--- config.mk ---
export PLATFORM = sky130hd
export DESIGN_NAME = ctrl_seq
export DESIGN_NICKNAME = d
export VERILOG_FILES = /design/src/rtl/ctrl_seq.sv
export SDC_FILE = /design/constraint.sdc
export NUM_CORES = 1
export LEC_CHECK = 0
export ABC_AREA = 0
export CAP_MARGIN = 5
export CORE_UTILIZATION = 49
export CTS_BUF_LIST = sky130_fd_sc_hd__clkbuf_2 sky130_fd_sc_hd__clkbuf_4 sky130_fd_sc_hd__clkbuf_8
export DETAILED_ROUTE_END_ITERATION = 7
export PLACE_DENSITY = 0.8
export SLEW_MARGIN = 20
export SYNTH_ARGS = -nofsm -noshare
export SYNTH_HDL_FRONTEND = slang
export SYNTH_SLANG_ARGS = --single-unit
--- constraint.sdc ---
create_clock -name clk -period 1.8 [get_ports clk]
set_input_delay 0.27 -clock clk [delete_from_list [all_inputs] [get_ports clk]]
set_output_delay 0.27 -clock clk [all_outputs]
set_load 0.02 [all_outputs]
--- src/rtl/ctrl_seq.sv ---
// Multi-cycle FETCH/DECODE/EXEC/MEM control sequencer for the accumulator CPU.
// Optional build macro ILLEGAL_TRAP_EN: undefined opcodes trap to HALT via sticky illegal_op.
module ctrl_seq #(
  parameter int unsigned IR_W        = 16,
  parameter int unsigned TIMEOUT_CYC = 255,
  parameter int unsigned CNT_W       = 16
) (
  input  logic             clk,
  input  logic             rst,
  input  logic             start,
  input  logic [IR_W-1:0]  ir_in,
  input  logic             mem_ack,
  input  logic             acc_zero,
  input  logic             acc_sign,
  output logic             mem_req,
  output logic             mem_we,
  output logic             ir_load,
  output logic             pc_inc,
  output logic             pc_load,
  output logic [1:0]       sel_A,
  output logic [2:0]       sel_B,
  output logic             CI,
  output logic             acc_update,
  output logic             busy,
  output logic             halted,
  output logic             err_timeout,
  output logic [CNT_W-1:0] instr_cnt
`ifdef ILLEGAL_TRAP_EN
  ,
  output logic             illegal_op
`endif
);

  localparam int unsigned OP_W   = 6;
  localparam int unsigned WAIT_W = (TIMEOUT_CYC > 1) ? $clog2(TIMEOUT_CYC) : 1;
  localparam logic [WAIT_W-1:0] WAIT_LIM = WAIT_W'((TIMEOUT_CYC > 0) ? TIMEOUT_CYC - 1 : 0);
  localparam logic              WD_EN    = (TIMEOUT_CYC > 0);

  localparam logic [1:0] A_DI = 2'd0, A_ACC = 2'd1, A_PC = 2'd2, A_X = 2'd3;
  localparam logic [2:0] B_DI = 3'd0, B_NDI = 3'd1, B_NACC = 3'd2, B_C = 3'd3,
                         B_ZERO = 3'd4, B_X = 3'd7;

  typedef enum logic [2:0] {IDLE, FETCH, DECODE, EXEC, MEM, HALT} state_t;

  state_t            state_q, state_d;
  logic [IR_W-1:0]   ir_q;
  logic [WAIT_W-1:0] wait_q;
  logic [OP_W-1:0]   opcode;
  logic              op_mem, op_halt, op_defined;
  logic              cnt_inc, wait_clr, wait_inc, set_to, set_ill;

  assign opcode     = ir_q[IR_W-1 -: OP_W];
  assign op_mem     = (opcode == 6'b101000) || (opcode == 6'b101001);
  assign op_halt    = (opcode == 6'b111111);
  assign op_defined = !opcode[5] || (opcode == 6'b101100) || (opcode == 6'b110000) ||
                      (opcode == 6'b110010) || (opcode == 6'b110001);
  assign busy       = (state_q != IDLE) && (state_q != HALT);
  assign halted     = (state_q == HALT);

  generate
    if (IR_W > OP_W) begin : g_ir_low
      logic unused_ir_low;
      assign unused_ir_low = ^ir_q[IR_W-OP_W-1:0];
    end
  endgenerate

  // Next-state and control decode
  always_comb begin
    state_d    = state_q;
    mem_req    = 1'b0;
    mem_we     = 1'b0;
    ir_load    = 1'b0;
    pc_inc     = 1'b0;
    pc_load    = 1'b0;
    sel_A      = A_X;
    sel_B      = B_X;
    CI         = 1'b0;
    acc_update = 1'b0;
    cnt_inc    = 1'b0;
    wait_clr   = 1'b0;
    wait_inc   = 1'b0;
    set_to     = 1'b0;
    set_ill    = 1'b0;
    case (state_q)
      IDLE: if (start) begin
        state_d  = FETCH;
        wait_clr = 1'b1;
      end
      FETCH: begin
        mem_req = 1'b1;
        if (mem_ack) begin
          ir_load = 1'b1;
          pc_inc  = 1'b1;
          state_d = DECODE;
        end else if (WD_EN && (wait_q == WAIT_LIM)) begin
          set_to  = 1'b1;
          state_d = HALT;
        end else begin
          wait_inc = 1'b1;
        end
      end
      DECODE: begin
        if (op_mem) begin
          state_d  = MEM;
          wait_clr = 1'b1;
        end else if (op_halt) begin
          state_d = HALT;
          cnt_inc = 1'b1;
`ifdef ILLEGAL_TRAP_EN
        end else if (!op_defined) begin
          state_d = HALT;
          set_ill = 1'b1;
`endif
        end else begin
          state_d = EXEC;
        end
      end
      EXEC: begin
        casez (opcode)
          6'b000???: begin sel_A = A_DI;  sel_B = B_ZERO; acc_update = !opcode[2]; end
          6'b001???: begin sel_A = A_ACC; sel_B = B_DI;   acc_update = !opcode[2]; end
          6'b010???: begin sel_A = A_ACC; sel_B = B_NDI;  CI = 1'b1; acc_update = !opcode[2]; end
          6'b011???: begin sel_A = A_DI;  sel_B = B_NACC; CI = 1'b1; acc_update = !opcode[2]; end
          6'b101100: begin sel_A = A_ACC; sel_B = B_ZERO; pc_load = 1'b1; end
          6'b110000: begin sel_A = A_PC;  sel_B = B_C;    pc_load = 1'b1; end
          6'b110010: begin sel_A = A_PC;  sel_B = B_C;    pc_load = acc_zero; end
          6'b110001: begin sel_A = A_PC;  sel_B = B_C;    pc_load = acc_sign; end
          default: ;
        endcase
        cnt_inc  = 1'b1;
        state_d  = FETCH;
        wait_clr = 1'b1;
      end
      MEM: begin
        mem_req = 1'b1;
        mem_we  = 1'b1;
        sel_A   = A_ACC;
        sel_B   = B_ZERO;
        if (mem_ack) begin
          cnt_inc  = 1'b1;
          state_d  = FETCH;
          wait_clr = 1'b1;
        end else if (WD_EN && (wait_q == WAIT_LIM)) begin
          set_to  = 1'b1;
          state_d = HALT;
        end else begin
          wait_inc = 1'b1;
        end
      end
      HALT: ;
      default: state_d = IDLE;
    endcase
  end

  always_ff @(posedge clk or posedge rst) begin
    if (rst) begin
      state_q     <= IDLE;
      ir_q        <= '0;
      wait_q      <= '0;
      instr_cnt   <= '0;
      err_timeout <= 1'b0;
    end else begin
      state_q <= state_d;
      if (ir_load)       ir_q   <= ir_in;
      if (wait_clr)      wait_q <= '0;
      else if (wait_inc) wait_q <= wait_q + WAIT_W'(1);
      if (cnt_inc)       instr_cnt <= instr_cnt + CNT_W'(1);
      if (set_to)        err_timeout <= 1'b1;
    end
  end

`ifdef ILLEGAL_TRAP_EN
  always_ff @(posedge clk or posedge rst) begin
    if (rst)          illegal_op <= 1'b0;
    else if (set_ill) illegal_op <= 1'b1;
  end
`else
  logic unused_trap;
  assign unused_trap = set_ill ^ op_defined;
`endif

endmodule

==> metrics <==
run status finished with violations; failing checks negative setup slack; Req. time, crit path 1530 ps; Max VDD drop 1.283 mV; Cells after Synth 188; worst-margin pin slew 431.1 ps; CTS sink cnt 34; DP Wirelength 3086 um; cts bufs inserted 5; startpoint types flop; Root Buffer clkbuf_8; post-route setup slack -129.5 ps; all-layer global routing usage 0.2343; CP top delay family simple AND/OR/NAND/NOR gates; Iteration-0 DRC Markers 90; fin nets 288; Synth top area share 0.4483; dpl cell area 2529 um^2; initial antenna violation count 0; CP Capture Type output pin; clock skew 9.221 ps; vias in the first global route 1647; die height 64.24 um; Critical Path Fanout Max 5; worst hold slack 382.7 ps; PwrDens 1397 nW/um^2; Max Slew Vio Count 0; final setup violation count 5; worst hold path type input pin to asynchronous set/reset pin; Max Cap Viol 0; die area 4127 um^2; Post-synth EDFFs 0; top_reg_cell synth dfrtp_1; clock transition at the registers of the reported paths 70 ps; CTS tree done; overall power 3822 uW; crit path DAT 1660 ps; Post-CTS Hold Buffers 0; Unique masters post-synth 44; register area share after synthesis 0.4483; Yosys reg bits 34; Initial Utilization 0.5146; Syn Nets 213; IO buf count 42; Setup TNS Final -412.8 ps; design area 2735 um^2; critical path's slowest cell dfrtp_1; final WL 4484 um; routed length per instance 14.42 um; Post-route DRC 0; Synth area leader dfrtp_1; first-pass GRT wire length 7417 um; slowest cell delay on critical path 420 ps; Core Region 3689 um^2; Mapped Area 1898 um^2; YS warnings 0; clock latency on the worst-skew pair 280 ps; DR vias 1730; Fmax 518.3 MHz; leakage 0.001237 uW; Die Span X 64.24 um; layout cell share with drive strength beyond 1 0.2700; # H-tree levels 2; Mean Syn Cell Area 10.10 um^2; ys async rst share 1.000; total gr overflow 0; Placer Congestion 0.8024; Buffers & Inverters on Critical Path 1; Area Overhead vs Synth 44.10%; min Tclk post-route 1930 ps; I/O pins 53; period utilization 1.072; drt pass-1 iters 4; post-route ant nets 0; row count 22; CP Class flop to output pin; max_slew headroom 0.7126; Util after Layout 0.7415; RSZ-0062 raised after global routing yes; clk buf depth 2; CP cell instances nand3b_1 -> nor3b_1 -> clkdlybuf4s15_2; Final Hold Fails 0; Synth area leaders dfrtp_1, xnor2_1, nand4_1; ANT cells 0; largest net degree at the start of global routing 35; vias per std cell 5.563
synth_stat cells, drive strengths merged (2+ instances only):
| library cell | count |
|---|---|
| nand3 | 7 |
| a31oi | 2 |
| nand4bb | 2 |
| nor3 | 5 |
| and4 | 4 |
| a311oi | 2 |
| buf | 8 |
| nand2b | 3 |
| o221ai | 2 |
| nand2 | 11 |
| dfrtp | 34 |
| nor2 | 12 |
| a21o | 2 |
| nand3b | 2 |
| o211ai | 3 |
| clkbuf | 2 |
| inv | 9 |
| ha | 3 |
| mux2 | 4 |
| nor3b | 2 |
| a21oi | 11 |
| o21ai | 4 |
| o311ai | 2 |
| nand4 | 13 |
| and3 | 11 |
| xnor2 | 15 |
| xor2 | 2 |
stage by stage:
| step | cells | worst slack [ps] |
|---|---|---|
| finish | 311 | -129.5 |
| floorplan | 188 | 117.5 |
| global route | 311 | -198.2 |
| detailed placement | 295 | -241.1 |
| global placement | 295 | -196.5 |
| CTS | 307 | -112.2 |
registers in the layout, summed over array words and instances (netlist names):
signal       cells
wait_q           8
state_q          3
instr_cnt       16
err_timeout      1
ir_q             6
path summary, 6_finish.rpt:
kind                        startpoint           end  slack, ps  depth (start not counted)
min in group clk           err_timeout   err_timeout        470                          1
hold / removal                     rst     wait_q[4]        380                          3
setup / recovery            state_q[2]            CI       -130                          3
max in group asynchronous          rst   err_timeout       1110                          3
hold reg to reg            err_timeout   err_timeout        470                          1
setup reg to reg              ir_q[13]  instr_cnt[7]         70                          7
final cells by class:
type                    count  area [um^2]
well taps                  48        60.06
repair buffers             78        678.2
multi-input cells         135        999.7
clock buffers               6        82.58
fillers                   276        953.4
flip-flops and latches     34        850.8
inverters                   9        33.78
clock inverters             1        30.03
layout by cell type, fill, tap and decap left out, types with 3 or more instances in the layout:
master / netlist / final
buf_4: 2 / 37
dfrtp_1: 34 / 34
clkdlybuf4s50_1: 0 / 28
xnor2_1: 14 / 14
nand4_1: 13 / 13
nor2_1: 12 / 12
and3_1: 11 / 11
nand2_1: 11 / 11
inv_1: 9 / 9
a21oi_1: 11 / 8
nand3_1: 7 / 6
clkbuf_8: 0 / 6
nor3_1: 5 / 5
clkbuf_2: 0 / 5
and4_1: 4 / 4
o21ai_0: 4 / 4
mux2_2: 4 / 3
o211ai_1: 3 / 3
ha_1: 3 / 3
timing repair:
action / 4_1_cts / 5_1_grt
setup buffers: 5 / 4
cloned: 0 / 1
setup endpoints to repair: 14 / 15
gates resized for setup: 39 / 21
pin swaps: 1 / 9
metal layers:
layer | global-route usage | vias up | part of all wire
li1 | - | 839 | -
met1 | 0.2969 | 836 | 0.46
met2 | 0.3816 | 49 | 0.49
met3 | 0.05357 | 6 | 0.036
met4 | 0.1000 | 0 | 0.012
met5 | 0 | - | 0
power by group:
| group | switching, uW | total, uW | internal (uW) |
|---|---|---|---|
| clock network | 254 | 696 | 443 |
| logic | 1020 | 2000 | 988 |
| registers | 183 | 1120 | 939 |
worst min-delay path, delay by kind of cell:
kind | cells | cell delay [ps]
buf+inv | 3 | 820
cells by family after synthesis:
logic type / count (synthesis) / synth area share
AOI/OAI and AO/OA: 32 / 0.1233
buffers and inverters: 19 / 0.05207
xor gates and xnor gates: 17 / 0.08240
DFF: 34 / 0.4483
adders and majority gates: 3 / 0.01978
muxes: 4 / 0.02373
and+or+nand+nor: 79 / 0.2505
Note: power is estimated with default switching activity, not from simulation.
